==> src/rtl/otter_intr_pkg.sv <==
// Shared types and constants for the OTTER interrupt controller.
`default_nettype none

package otter_intr_pkg;

    typedef enum logic [1:0] {
        IDLE  = 2'd0,
        REQ   = 2'd1,
        TAKEN = 2'd2,
        ISR   = 2'd3
    } intr_state_t;

    // CSR addresses used when wiring the controller into the core.
    localparam logic [11:0] MTVEC = 12'h305;
    localparam logic [11:0] MEPC  = 12'h341;
    localparam logic [11:0] MIE   = 12'h304;

    function automatic int cause_w(input int n);
        return (n <= 1) ? 1 : $clog2(n);
    endfunction

endpackage

`default_nettype wire

==> src/rtl/otter_intr_sync.sv <==
// Two-flop synchronizer with a history flop; flags a synchronized rising edge.
`default_nettype none

module otter_intr_sync (
    input  logic clk,
    input  logic rst,
    input  logic irq,
    output logic rise
);

    logic sync1;
    logic sync2;
    logic hist;

    always_ff @(posedge clk or posedge rst) begin
        if (rst) begin
            sync1 <= 1'b0;
            sync2 <= 1'b0;
            hist  <= 1'b0;
        end else begin
            sync1 <= irq;
            sync2 <= sync1;
            hist  <= sync2;
        end
    end

    assign rise = sync2 & ~hist;

endmodule

`default_nettype wire

==> src/rtl/otter_intr_ctrl.sv <==
// Interrupt entry sequencer: edge capture, fixed-priority select, pipeline handshake.
`default_nettype none

module otter_intr_ctrl
    import otter_intr_pkg::*;
#(
    parameter int N_SRC = 4,
    parameter int CNT_W = 16
) (
    input  logic                         CLK,
    input  logic                         RST,
    input  logic [N_SRC-1:0]             IRQ,
    input  logic [N_SRC-1:0]             INT_EN,
    input  logic                         CSR_MIE,
    input  logic                         PIPE_READY,
    input  logic                         MRET,
    output logic                         INT_REQ,
    output logic                         INT_TAKEN,
    output logic [cause_w(N_SRC)-1:0]    INT_CAUSE,
    output logic [N_SRC-1:0]             INT_PENDING,
    output logic                         INT_ACTIVE,
    output logic [CNT_W-1:0]             INT_COUNT
);

    localparam int CW = cause_w(N_SRC);

    intr_state_t      state;
    intr_state_t      state_nxt;
    logic [N_SRC-1:0] rise;
    logic [N_SRC-1:0] pending;
    logic [N_SRC-1:0] eligible;
    logic [N_SRC-1:0] clr_mask;
    logic [CW-1:0]    winner;
    logic [CW-1:0]    cause;
    logic             load_cause;
    logic             req;
    logic             taken;
    logic             active;
    logic [CNT_W-1:0] taken_count;

    for (genvar i = 0; i < N_SRC; i++) begin : g_src
        otter_intr_sync u_sync (
            .clk  (CLK),
            .rst  (RST),
            .irq  (IRQ[i]),
            .rise (rise[i])
        );
    end

    assign eligible = pending & INT_EN;

    // Scan from the top so the lowest eligible index is the last writer.
    always_comb begin
        winner = '0;
        for (int i = N_SRC - 1; i >= 0; i--) begin
            if (eligible[i]) begin
                winner = CW'(i);
            end
        end
    end

    always_comb begin
        clr_mask = '0;
        for (int i = 0; i < N_SRC; i++) begin
            clr_mask[i] = taken && (cause == CW'(i));
        end
    end

    always_comb begin
        state_nxt  = state;
        load_cause = 1'b0;
        req        = 1'b0;
        taken      = 1'b0;
        active     = 1'b0;
        case (state)
            IDLE: begin
                if (CSR_MIE && (|eligible)) begin
                    state_nxt  = REQ;
                    load_cause = 1'b1;
                end
            end
            REQ: begin
                req = 1'b1;
                if (!CSR_MIE || !eligible[cause]) begin
                    state_nxt = IDLE;
                end else if (PIPE_READY) begin
                    state_nxt = TAKEN;
                end
            end
            TAKEN: begin
                req       = 1'b1;
                taken     = 1'b1;
                state_nxt = ISR;
            end
            ISR: begin
                active = 1'b1;
                if (MRET) begin
                    state_nxt = IDLE;
                end
            end
            default: state_nxt = IDLE;
        endcase
    end

    always_ff @(posedge CLK or posedge RST) begin
        if (RST) begin
            state       <= IDLE;
            cause       <= '0;
            pending     <= '0;
            taken_count <= '0;
        end else begin
            state <= state_nxt;
            if (load_cause) begin
                cause <= winner;
            end
            // A fresh edge in the clearing cycle must survive, so set is applied last.
            pending <= (pending & ~clr_mask) | rise;
            if (taken && (taken_count != {CNT_W{1'b1}})) begin
                taken_count <= taken_count + CNT_W'(1);
            end
        end
    end

    assign INT_REQ     = req;
    assign INT_TAKEN   = taken;
    assign INT_CAUSE   = cause;
    assign INT_PENDING = pending;
    assign INT_ACTIVE  = active;
    assign INT_COUNT   = taken_count;

endmodule

`default_nettype wire
==> config.mk <==
export PLATFORM = sky130hd
export DESIGN_NAME = otter_intr_ctrl
export DESIGN_NICKNAME = d
export VERILOG_FILES = /design/src/rtl/otter_intr_pkg.sv /design/src/rtl/otter_intr_sync.sv /design/src/rtl/otter_intr_ctrl.sv
export SDC_FILE = /design/constraint.sdc
export NUM_CORES = 1
export LEC_CHECK = 0
export CAP_MARGIN = 0
export CORE_MARGIN = 3
export CORE_UTILIZATION = 25
export DETAILED_ROUTE_END_ITERATION = 10
export PLACE_DENSITY = 0.47
export SLEW_MARGIN = 20
export SYNTH_ARGS = -nofsm -noshare
export SYNTH_HDL_FRONTEND = slang
export SYNTH_SLANG_ARGS = --single-unit
==> constraint.sdc <==
create_clock -name CLK -period 5 [get_ports CLK]
set_input_delay 1 -clock CLK [delete_from_list [all_inputs] [get_ports CLK]]
set_output_delay 1 -clock CLK [all_outputs]
set_load 0.01 [all_outputs]
# Word-level counts from Yosys, hierarchy flattened
# Cells that the tools add are included.
[totals] out_inout_bits=25 reg_bits=36 input_bits=13
[op_classes] order_cmp=1 n_reduce_logical=14 n_eq_ne=10 add_sub_neg=1 bitwise=12 muxes=16
[ops] op="$add 16x1->16 const B" n=1
[ops] op="$mux 2" n=8
[ops] op="$ne 16x16->1 const B" n=1
[ops] op="$and 4x4->4" n=2
[ops] op="$eq 2x2->1 const B" n=4
[ops] op="$pmux 2 s4" n=1
[ops] op="$logic_and 1x1->1" n=6
[ops] op="$mux 1" n=6
[ops] op="$and 1x1->1" n=4
[ops] op="$eq 2x1->1 const B" n=2
[ops] op="$logic_not 2->1" n=2
[ops] op="$ne 2x2->1 const B" n=2
[ops] op="$not 1->1" n=4
[ops] op="$not 4->4" n=1
[ops] op="$or 4x4->4" n=1
[ops] op="$reduce_or 4->1" n=1
[ops] op="$lt 2x3->1 const B" n=1
[ops] op="$ne 3x3->1 const B" n=1
[ops] op="$reduce_and 3->1" n=1
[ops] op="$bmux 1 s2" n=1
[ops] op="$logic_not 1->1" n=2
[ops] op="$reduce_or 2->1" n=1
[ops] op="$logic_or 1x1->1" n=1

# Depth between registers and ports, before layout
# Gate-level depths: netlist (run 1).
[depth] word_depth=7 depth_mapped=6 ltp_nobuf=6

# Modules after synthesis
# Synthesis (run 1) repeated with hierarchy kept, for this count alone.
[unflattened] cells_unflattened=145 hier_area_um2=1654.1
[modules_own_cells] module="otter_intr_ctrl" area_each_um2=1283.7 seq_area_each_um2=600.6 cells_per_inst=125 instances=1
[modules_own_cells] module="otter_intr_sync" area_each_um2=92.6 seq_area_each_um2=75.1 cells_per_inst=5 instances=4

# Worst setup path before layout (run 1)
# OpenSTA, ideal clock, no wires.
[synth_timing] kind="input to register" startpoint="in INT_EN[2]" endpoint="reg state[0]" setup_slack_ns=2.939 arrival_time_ns=1.981 required_time_ns=4.921 stages=4 setup_ns=0.079 n_path_buf=0 cell_sequence="nand2_1 -> mux4_2 -> o31ai_1 -> mux2i_1"
[synth_between] elab_chain_len=7 word_cells_on_any_way=12 cone_classes="eq/ne (2); mux (4); bitwise (1); reduce/logical (5)"
[synth_rtl] element="start: declaration" line="otter_intr_ctrl.sv:13" text="input logic [N_SRC-1:0] INT_EN,"
[synth_rtl] element="$and 4x4->4 *" line="otter_intr_ctrl.sv:50" text="assign eligible = pending & INT_EN;"
[synth_rtl] element="$bmux 1 s2" line="otter_intr_ctrl.sv:84" text="if (!CSR_MIE || !eligible[cause]) begin"
[synth_rtl] element="$mux 1 (not written as such)" line="otter_intr_ctrl.sv:84"
[synth_rtl] element="$logic_not 1->1" line="otter_intr_ctrl.sv:84"
[synth_rtl] element="$logic_or 1x1->1" line="otter_intr_ctrl.sv:84"
[synth_rtl] element="$mux 2 / $ne 3x3->1 (equally long branches)"
[synth_rtl] element="$pmux 2 s4 / $reduce_and 3->1 (equally long branches)"
[synth_rtl] element="end signal: assignment" line="otter_intr_ctrl.sv:112" text="state <= state_nxt;"
[synth_rtl] element="end: declaration" line="otter_intr_ctrl.sv:27" text="intr_state_t state;"
# Every way passes the cells marked *; elsewhere a longest branch is shown, timed or not. The select of a mux whose other input is x is not followed.
# A chain may end at the register's enable or synchronous reset.

# Worst setup path after layout (run 1)
[layout_timing] startpoint="reg state[0]" endpoint="out INT_TAKEN"
[layout_between] elab_chain_len=2
[layout_rtl] element="$eq 2x2->1" line="otter_intr_ctrl.sv:75" text="case (state)"
[layout_rtl] element="$mux 1" line="otter_intr_ctrl.sv:75"
[layout_rtl] element="end: declaration" line="otter_intr_ctrl.sv:18" text="output logic INT_TAKEN,"
# No other way between the ends.

==> results of run 1 <==
## layer usage
metal | vias to the layer above | part of all wire [%]
li1 | 603 | -
met1 | 616 | 45
met2 | 27 | 49
met3 | 9 | 4.7
met4 | 0 | 1.7
met5 | - | 0
## power by group through the flow
| stage | sequential [W] | combinational [W] | clock, W |
|---|---|---|---|
| CTS | 0.000414 | 0.000343 | 0.000219 |
| detailed placement | 0.000419 | 0.000340 | 0 |
| global route | 0.000424 | 0.000371 | 0.000229 |
| floorplan | 0.000420 | 0.000170 | 0 |
| global placement | 0.000416 | 0.000331 | 0 |
| finish | 0.000413 | 0.000335 | 0.000207 |
## sequential cells by signal, indices dropped and copies added, names as in the netlist, named ones only
signal and cells:
INT_COUNT 16, state 1, INT_CAUSE 2, g_src.u_sync.sync1 4, g_src.u_sync.sync2 4, INT_PENDING 4
g_src.u_sync.hist 4
## final timing paths
| check | depth (start not counted) | start | slack (ps) | to |
|---|---|---|---|---|
| worst max register to register | 5 | INT_COUNT[0] | 2970 | INT_COUNT[1] |
| max in group asynchronous | 3 | RST | 3570 | g_src[1].u_sync.hist |
| min in group asynchronous | 3 | RST | 1110 | g_src[0].u_sync.sync1 |
| worst min-delay path | 0 | g_src[1].u_sync.sync1 | 350 | g_src[1].u_sync.sync2 |
| worst max-delay path | 3 | state[0] | 2060 | INT_TAKEN |
| worst min register to register | 0 | g_src[1].u_sync.sync1 | 350 | g_src[1].u_sync.sync2 |
## area by class of cell
| cell class | instances | area (um^2) |
|---|---|---|
| clock buffers | 5 | 68.82 |
| clock inverters | 3 | 23.77 |
| multi-input cells | 95 | 679.4 |
| flip-flops and latches | 36 | 900.9 |
| repair buffers | 38 | 377.9 |
| well taps | 75 | 93.84 |
| fillers | 623 | 3914 |
| inverters | 10 | 37.54 |
## metrics by stage
step | hold WS (ps) | cells | util (%)
after CTS | 355.3 | 262 | 35.80
final | 353.1 | 262 | 35.80
after global routing | 374.9 | 262 | 35.80
after detailed placement | 336.3 | 254 | 34.28
after global placement | 333.0 | 254 | 34.28
after floorplan | 331.2 | 143 | -
## synthesized netlist by cell type (2+ instances only)
library cell	number	area, um^2
and4_1	2	17.52
a22oi_1	2	15.01
nor3_1	3	15.01
xor2_1	9	78.83
xnor2_1	4	35.03
and3_1	2	12.51
ha_1	6	75.07
o31ai_1	3	22.52
nand3_1	9	45.04
nor2_1	6	22.52
inv_1	10	37.54
nand4_1	8	50.05
nor2b_1	2	12.51
o21ai_0	6	30.03
nand2_1	12	45.04
a211oi_1	4	30.03
dfrtp_1	36	900.9
a21oi_1	4	20.02
## kinds of logic after synthesis
logic type      after synthesis
flops                        36
compound gates               26
mux                           4
xor+xnor                     13
buf+inv                      12
simple gates                 46
fa+ha+maj                     6
## worst register-to-register path, cell delays in order, from the launching register on
cell and delay [ps]:
dfrtp_1 430, ha_1 260, nand2_1 160, nor4_4 570, a21oi_2 190, mux2_4 320
==> impl_results.rst, run 1 <==
.. list-table::
   :header-rows: 1

   * - Metric
     - Value
   * - Slew at the pin with the worst max-slew slack
     - 556.3 ps
   * - Input/output buffers
     - 37
   * - Final hold violation count
     - 0
   * - Overall die area
     - 7510 um^2
   * - Sum of internal, switching and leakage power
     - 0.0009544 W
   * - Critical path capture point type
     - output pin
   * - #FFs+latches synth
     - 36
   * - Htree depth
     - 2
   * - Combined area of all synthesized cells
     - 1627 um^2
   * - Total routing usage reported by global routing
     - 10.01%
   * - Resized Gates After CTS
     - 0
   * - Post-synthesis mux area share
     - 3.615%
   * - Internal power consumption
     - 0.0006188 W
   * - Setup skew after layout
     - 3.788 ps
   * - Setup slack after layout
     - 2057 ps
   * - Syn-to-layout area delta
     - 34.15%
   * - Fraction of power spent switching nets
     - 35.17%
   * - Adder-cell share of the synthesized area
     - 4.615%
   * - Synth Area per Inst
     - 11.37 um^2
   * - Max-slew violation total from the final report
     - 0
   * - Complex-gate fraction of the synthesized area
     - 10.92%
   * - Post-CTS clock slew at the launch and capture registers of the worst setup and hold paths
     - 80 ps
   * - Clock root cell
     - clkbuf_8
   * - Antenna violation net count after detailed routing
     - 0
   * - Setup Crit Path Kind
     - flop to output pin
   * - Routed len/inst
     - 13.61 um
   * - Global-route wire length before repair
     - 5934 um
   * - Number of I/O pins
     - 38
   * - Met1 track demand over resource
     - 12.74%
   * - Worst Path Arrival
     - 1940 ps
   * - Final period util
     - 58.86%
   * - Area after detailed placement
     - 2090 um^2
   * - Die span in x
     - 86.66 um
   * - Net count of the finished layout
     - 205
   * - Total number of vias
     - 1255
   * - Cell area after layout
     - 2182 um^2
   * - Top library cells by usage in the layout, fill and taps aside
     - 37 x clkdlybuf4s50_1, 36 x dfrtp_1, 12 x nand2_1
   * - Final setup violation count
     - 0
   * - Portion of total power attributed to combinational logic
     - 35.1%
   * - CP Data Required Time
     - 4000 ps
   * - Number of clock buffers inserted by TritonCTS
     - 5
   * - Die H
     - 86.66 um
   * - Number of max-capacitance violations reported
     - 0
   * - Clock power share
     - 21.7%
   * - CP bufs+invs
     - 2
   * - DP HPWL
     - 2628 um
   * - Cells along the critical path
     - inv_1 > ha_1 > clkdlybuf4s50_1
   * - Setup bufs post-CTS
     - 0
   * - Accumulated negative setup slack
     - 0 ps
   * - NetSw
     - 0.0003356 W
   * - Dominant combinational cell family by area after synthesis
     - simple AND/OR/NAND/NOR gates
   * - First-iteration detailed-routing DRC count
     - 46
   * - Synthesized-area fraction occupied by xor and xnor cells
     - 7.000%
   * - RSZ-0062 raised after global routing
     - false
   * - Worst-Skew Late Latency
     - 290 ps
   * - Async set or reset register ratio after synthesis
     - 100.0%
   * - Most utilized layer in the global route result
     - met2
   * - Clock tree from TritonCTS
     - built
   * - Worst-case headroom to the max-slew limit
     - 62.63%
   * - Library cell contributing the largest single delay on the critical path
     - clkdlybuf4s50_1
   * - Met2 GRT Util
     - 16.20%
   * - Classification of the worst-slack hold path
     - flop to flop
   * - Placeable core region
     - 6096 um^2
   * - Final estimated routing congestion in global placement
     - 0.7807
   * - Clock net sink count
     - 36
   * - Portion of the post-synthesis area used by sequential elements
     - 55.38%
   * - Standard-cell row count
     - 28
   * - Post-synth EDFFs
     - 0
   * - Simple-gate area share of the yosys netlist
     - 15.62%
   * - Peak supply drop
     - 187.0 uV
   * - Met3 routing resource usage after global routing
     - 2.662%
   * - Top FF cell, synth
     - dfrtp_1
   * - Diodes inserted
     - 0
   * - DRT Pass-1 Iters
     - 4
   * - Yosys warnings
     - 0
   * - Outcome
     - completed
   * - Leading cell type in the layout, fill and taps excluded
     - clkdlybuf4s50_1
   * - Synthesized instance count
     - 143
   * - Number of remaining DRC errors
     - 0
   * - Upper clock frequency limit
     - 339.8 MHz
   * - Number of antenna violations at the first check in global routing
     - 0
   * - Maximum number of pins on one net before global-route repair
     - 37
   * - Via count of the first global-routing pass
     - 1220
   * - Startpoint class of the critical path
     - flop
   * - Number of nets in the synthesized netlist
     - 162
   * - Cell class contributing the biggest share of worst-path delay
     - buffers and inverters
   * - Worst setup slack after placement
     - 2332 ps
   * - Share of cells above drive strength 1
     - 8.021%
   * - Final global-route overflow total
     - 0
   * - Clock period minus final worst setup slack
     - 2943 ps
   * - Power density over the cells
     - 437.4 nW/um^2
   * - Initial core utilization
     - 26.68%
   * - Static power due to leakage
     - 0.9581 nW
   * - Post-cts hold buffer count
     - 0
   * - Number of distinct library cell variants in the gate-level netlist after synthesis
     - 33
   * - Worst-path maximum fanout
     - 12
   * - Clock buffer depth
     - 2
   * - Largest incremental delay on the critical path
     - 620 ps
   * - Share of total power in sequential cells
     - 43.3%
   * - Final WL
     - 3566 um
   * - Via count normalized by instance count
     - 4.790
Note: power is estimated with default switching activity, not from simulation.
==> inputs of run 2 (changes only) <==
Settings changed: PLACE_DENSITY 0.47 to 0.48.
Clock period 5 ns to 2.6 ns, I/O delays scaled along.
==> impl_results.rst, run 2 (synthesis results as in run 1) <==
.. list-table::
   :header-rows: 1

   * - Metric
     - Value
   * - Via count of the first global-routing pass
     - 1257
   * - Power density over the cells
     - 878.9 nW/um^2
   * - Routed len/inst
     - 13.67 um
   * - Worst hold slack after final layout
     - 351.1 ps
   * - Number of clock buffers inserted by TritonCTS
     - 5
   * - Diodes inserted
     - 0
   * - Global-route wire length before repair
     - 6168 um
   * - CP Data Required Time
     - 2080 ps
   * - Cells along the critical path
     - inv_1 > ha_1 > clkdlybuf4s50_1
   * - First-iteration detailed-routing DRC count
     - 34
   * - Worst Path Arrival
     - 1640 ps
   * - Startpoint class of the critical path
     - flop
   * - Max-slew violation total from the final report
     - 0
   * - Largest incremental delay on the critical path
     - 530 ps
   * - Share of cells above drive strength 1
     - 8.995%
   * - Initial core utilization
     - 26.68%
   * - Number of max-capacitance violations reported
     - 0
   * - Setup Crit Path Kind
     - flop to output pin
   * - Final period util
     - 82.96%
   * - Standard-cell row count
     - 28
   * - Final global-route overflow total
     - 0
   * - Placeable core region
     - 6096 um^2
   * - Final WL
     - 3608 um
   * - Number of remaining DRC errors
     - 0
   * - CP bufs+invs
     - 2
   * - Classification of the worst-slack hold path
     - flop to flop
   * - Clock root cell
     - clkbuf_8
   * - Via count normalized by instance count
     - 4.780
   * - Final hold violation count
     - 0
   * - Clock period minus final worst setup slack
     - 2157 ps
   * - Top library cells by usage in the layout, fill and taps aside
     - 37 x clkdlybuf4s50_1, 36 x dfrtp_1, 12 x nand2_1
   * - Upper clock frequency limit
     - 463.6 MHz
   * - Number of antenna violations at the first check in global routing
     - 0
   * - Slew at the pin with the worst max-slew slack
     - 518.0 ps
   * - Highest Signal Layer
     - met4
   * - Syn-to-layout area delta
     - 36.46%
   * - Outcome
     - completed
   * - Met1 Routed Length
     - 1632 um
   * - Library cell contributing the largest single delay on the critical path
     - clkdlybuf4s50_1
   * - Setup bufs post-CTS
     - 0
   * - Number of flip-flops in the largest register
     - 16
   * - RSZ-0062 raised after global routing
     - false
   * - Resized Gates After CTS
     - 0
   * - Post-CTS clock slew at the launch and capture registers of the worst setup and hold paths
     - 80 ps
   * - Static power due to leakage
     - 0.9833 nW
   * - Met2 Routed Length
     - 1784 um
   * - Cell class contributing the biggest share of worst-path delay
     - buffers and inverters
   * - Final estimated routing congestion in global placement
     - 0.8013
   * - Post-cts hold buffer count
     - 0
   * - Worst-path maximum fanout
     - 5
   * - Die H
     - 86.66 um
   * - Critical path capture point type
     - output pin
   * - Maximum number of pins on one net before global-route repair
     - 37
   * - Net count of the finished layout
     - 207
   * - Worst-case headroom to the max-slew limit
     - 65.21%
   * - DRT Pass-1 Iters
     - 4
   * - Clock buffer depth
     - 2
   * - Number of I/O pins
     - 38
   * - Clock net sink count
     - 36
   * - Met3 wire length
     - 159 um
   * - Accumulated negative setup slack
     - 0 ps
   * - Filler cells
     - 625
   * - Worst-Skew Late Latency
     - 290 ps
   * - DP HPWL
     - 2686 um
   * - Multi-input combinational cell area
     - 679.4 um^2
   * - Input/output buffers
     - 37
   * - Htree depth
     - 2
   * - Setup skew after layout
     - 7.069 ps
   * - Clock tree from TritonCTS
     - built
   * - Overall die area
     - 7510 um^2
   * - Total number of vias
     - 1262
   * - Leading cell type in the layout, fill and taps excluded
     - clkdlybuf4s50_1
   * - Total routing usage reported by global routing
     - 10.26%
   * - Final setup violation count
     - 0
   * - Antenna violation net count after detailed routing
     - 0
   * - Seq. cell area
     - 900.9 um^2
   * - Die span in x
     - 86.66 um
   * - Peak supply drop
     - 260.7 uV
run 2: routing by layer:
layer | global-route usage, % | up-vias
met4 | 2.125 | 0
met2 | 16.83 | 29
li1 | - | 602
met3 | 3.042 | 4
met1 | 13.44 | 627
met5 | 0 | -
run 2: path summary, 6_finish.rpt:
path,from,end,slack (ps),depth (start not counted)
setup reg to reg,INT_COUNT[0],INT_COUNT[1],650,5
setup / recovery,state[0],INT_REQ,440,3
min in group asynchronous,RST,INT_COUNT[1],620,3
hold / removal,g_src[1].u_sync.sync1,g_src[1].u_sync.sync2,350,0
max in group asynchronous,RST,INT_COUNT[7],1650,3
hold reg to reg,g_src[1].u_sync.sync1,g_src[1].u_sync.sync2,350,0
run 2: final cells by class:
type | instances | area share, %
inverter | 10 | 1.691
clock inverter | 3 | 2.086
clock buffer | 5 | 3.100
tap | 75 | 4.228
timing repair buffer | 40 | 17.70
multi-input combinational | 95 | 30.61
sequential | 36 | 40.59
run 2: worst reg2reg max path, stage by stage, from the launching register on:
cell and delay, ps:
dfrtp_1 430, ha_1 240, nand2_1 150, nor4_4 540, a21oi_2 170, mux2_4 320
run 2: stage by stage:
step / area, um^2 / power (W) / instances / utilization, % / setup slack (ps)
after floorplan: 1627 / 0.001133 / 143 / - / 781.9
after global placement: 2105 / 0.001446 / 256 / 34.52 / 487.1
after detailed placement: 2105 / 0.001462 / 256 / 34.52 / 406.9
after CTS: 2220 / 0.001981 / 264 / 36.41 / 413.1
after global routing: 2220 / 0.002077 / 264 / 36.41 / 352.9
final: 2220 / 0.001951 / 264 / 36.41 / 442.9
run 2: power by group:
part	internal, W	switching (W)	leakage [nW]
logic	0.000345	0.000301	0.486
clock network	0.000289	0.000224	0.0548
registers	0.000659	0.000133	0.443
total	0.00129	0.000658	0.983
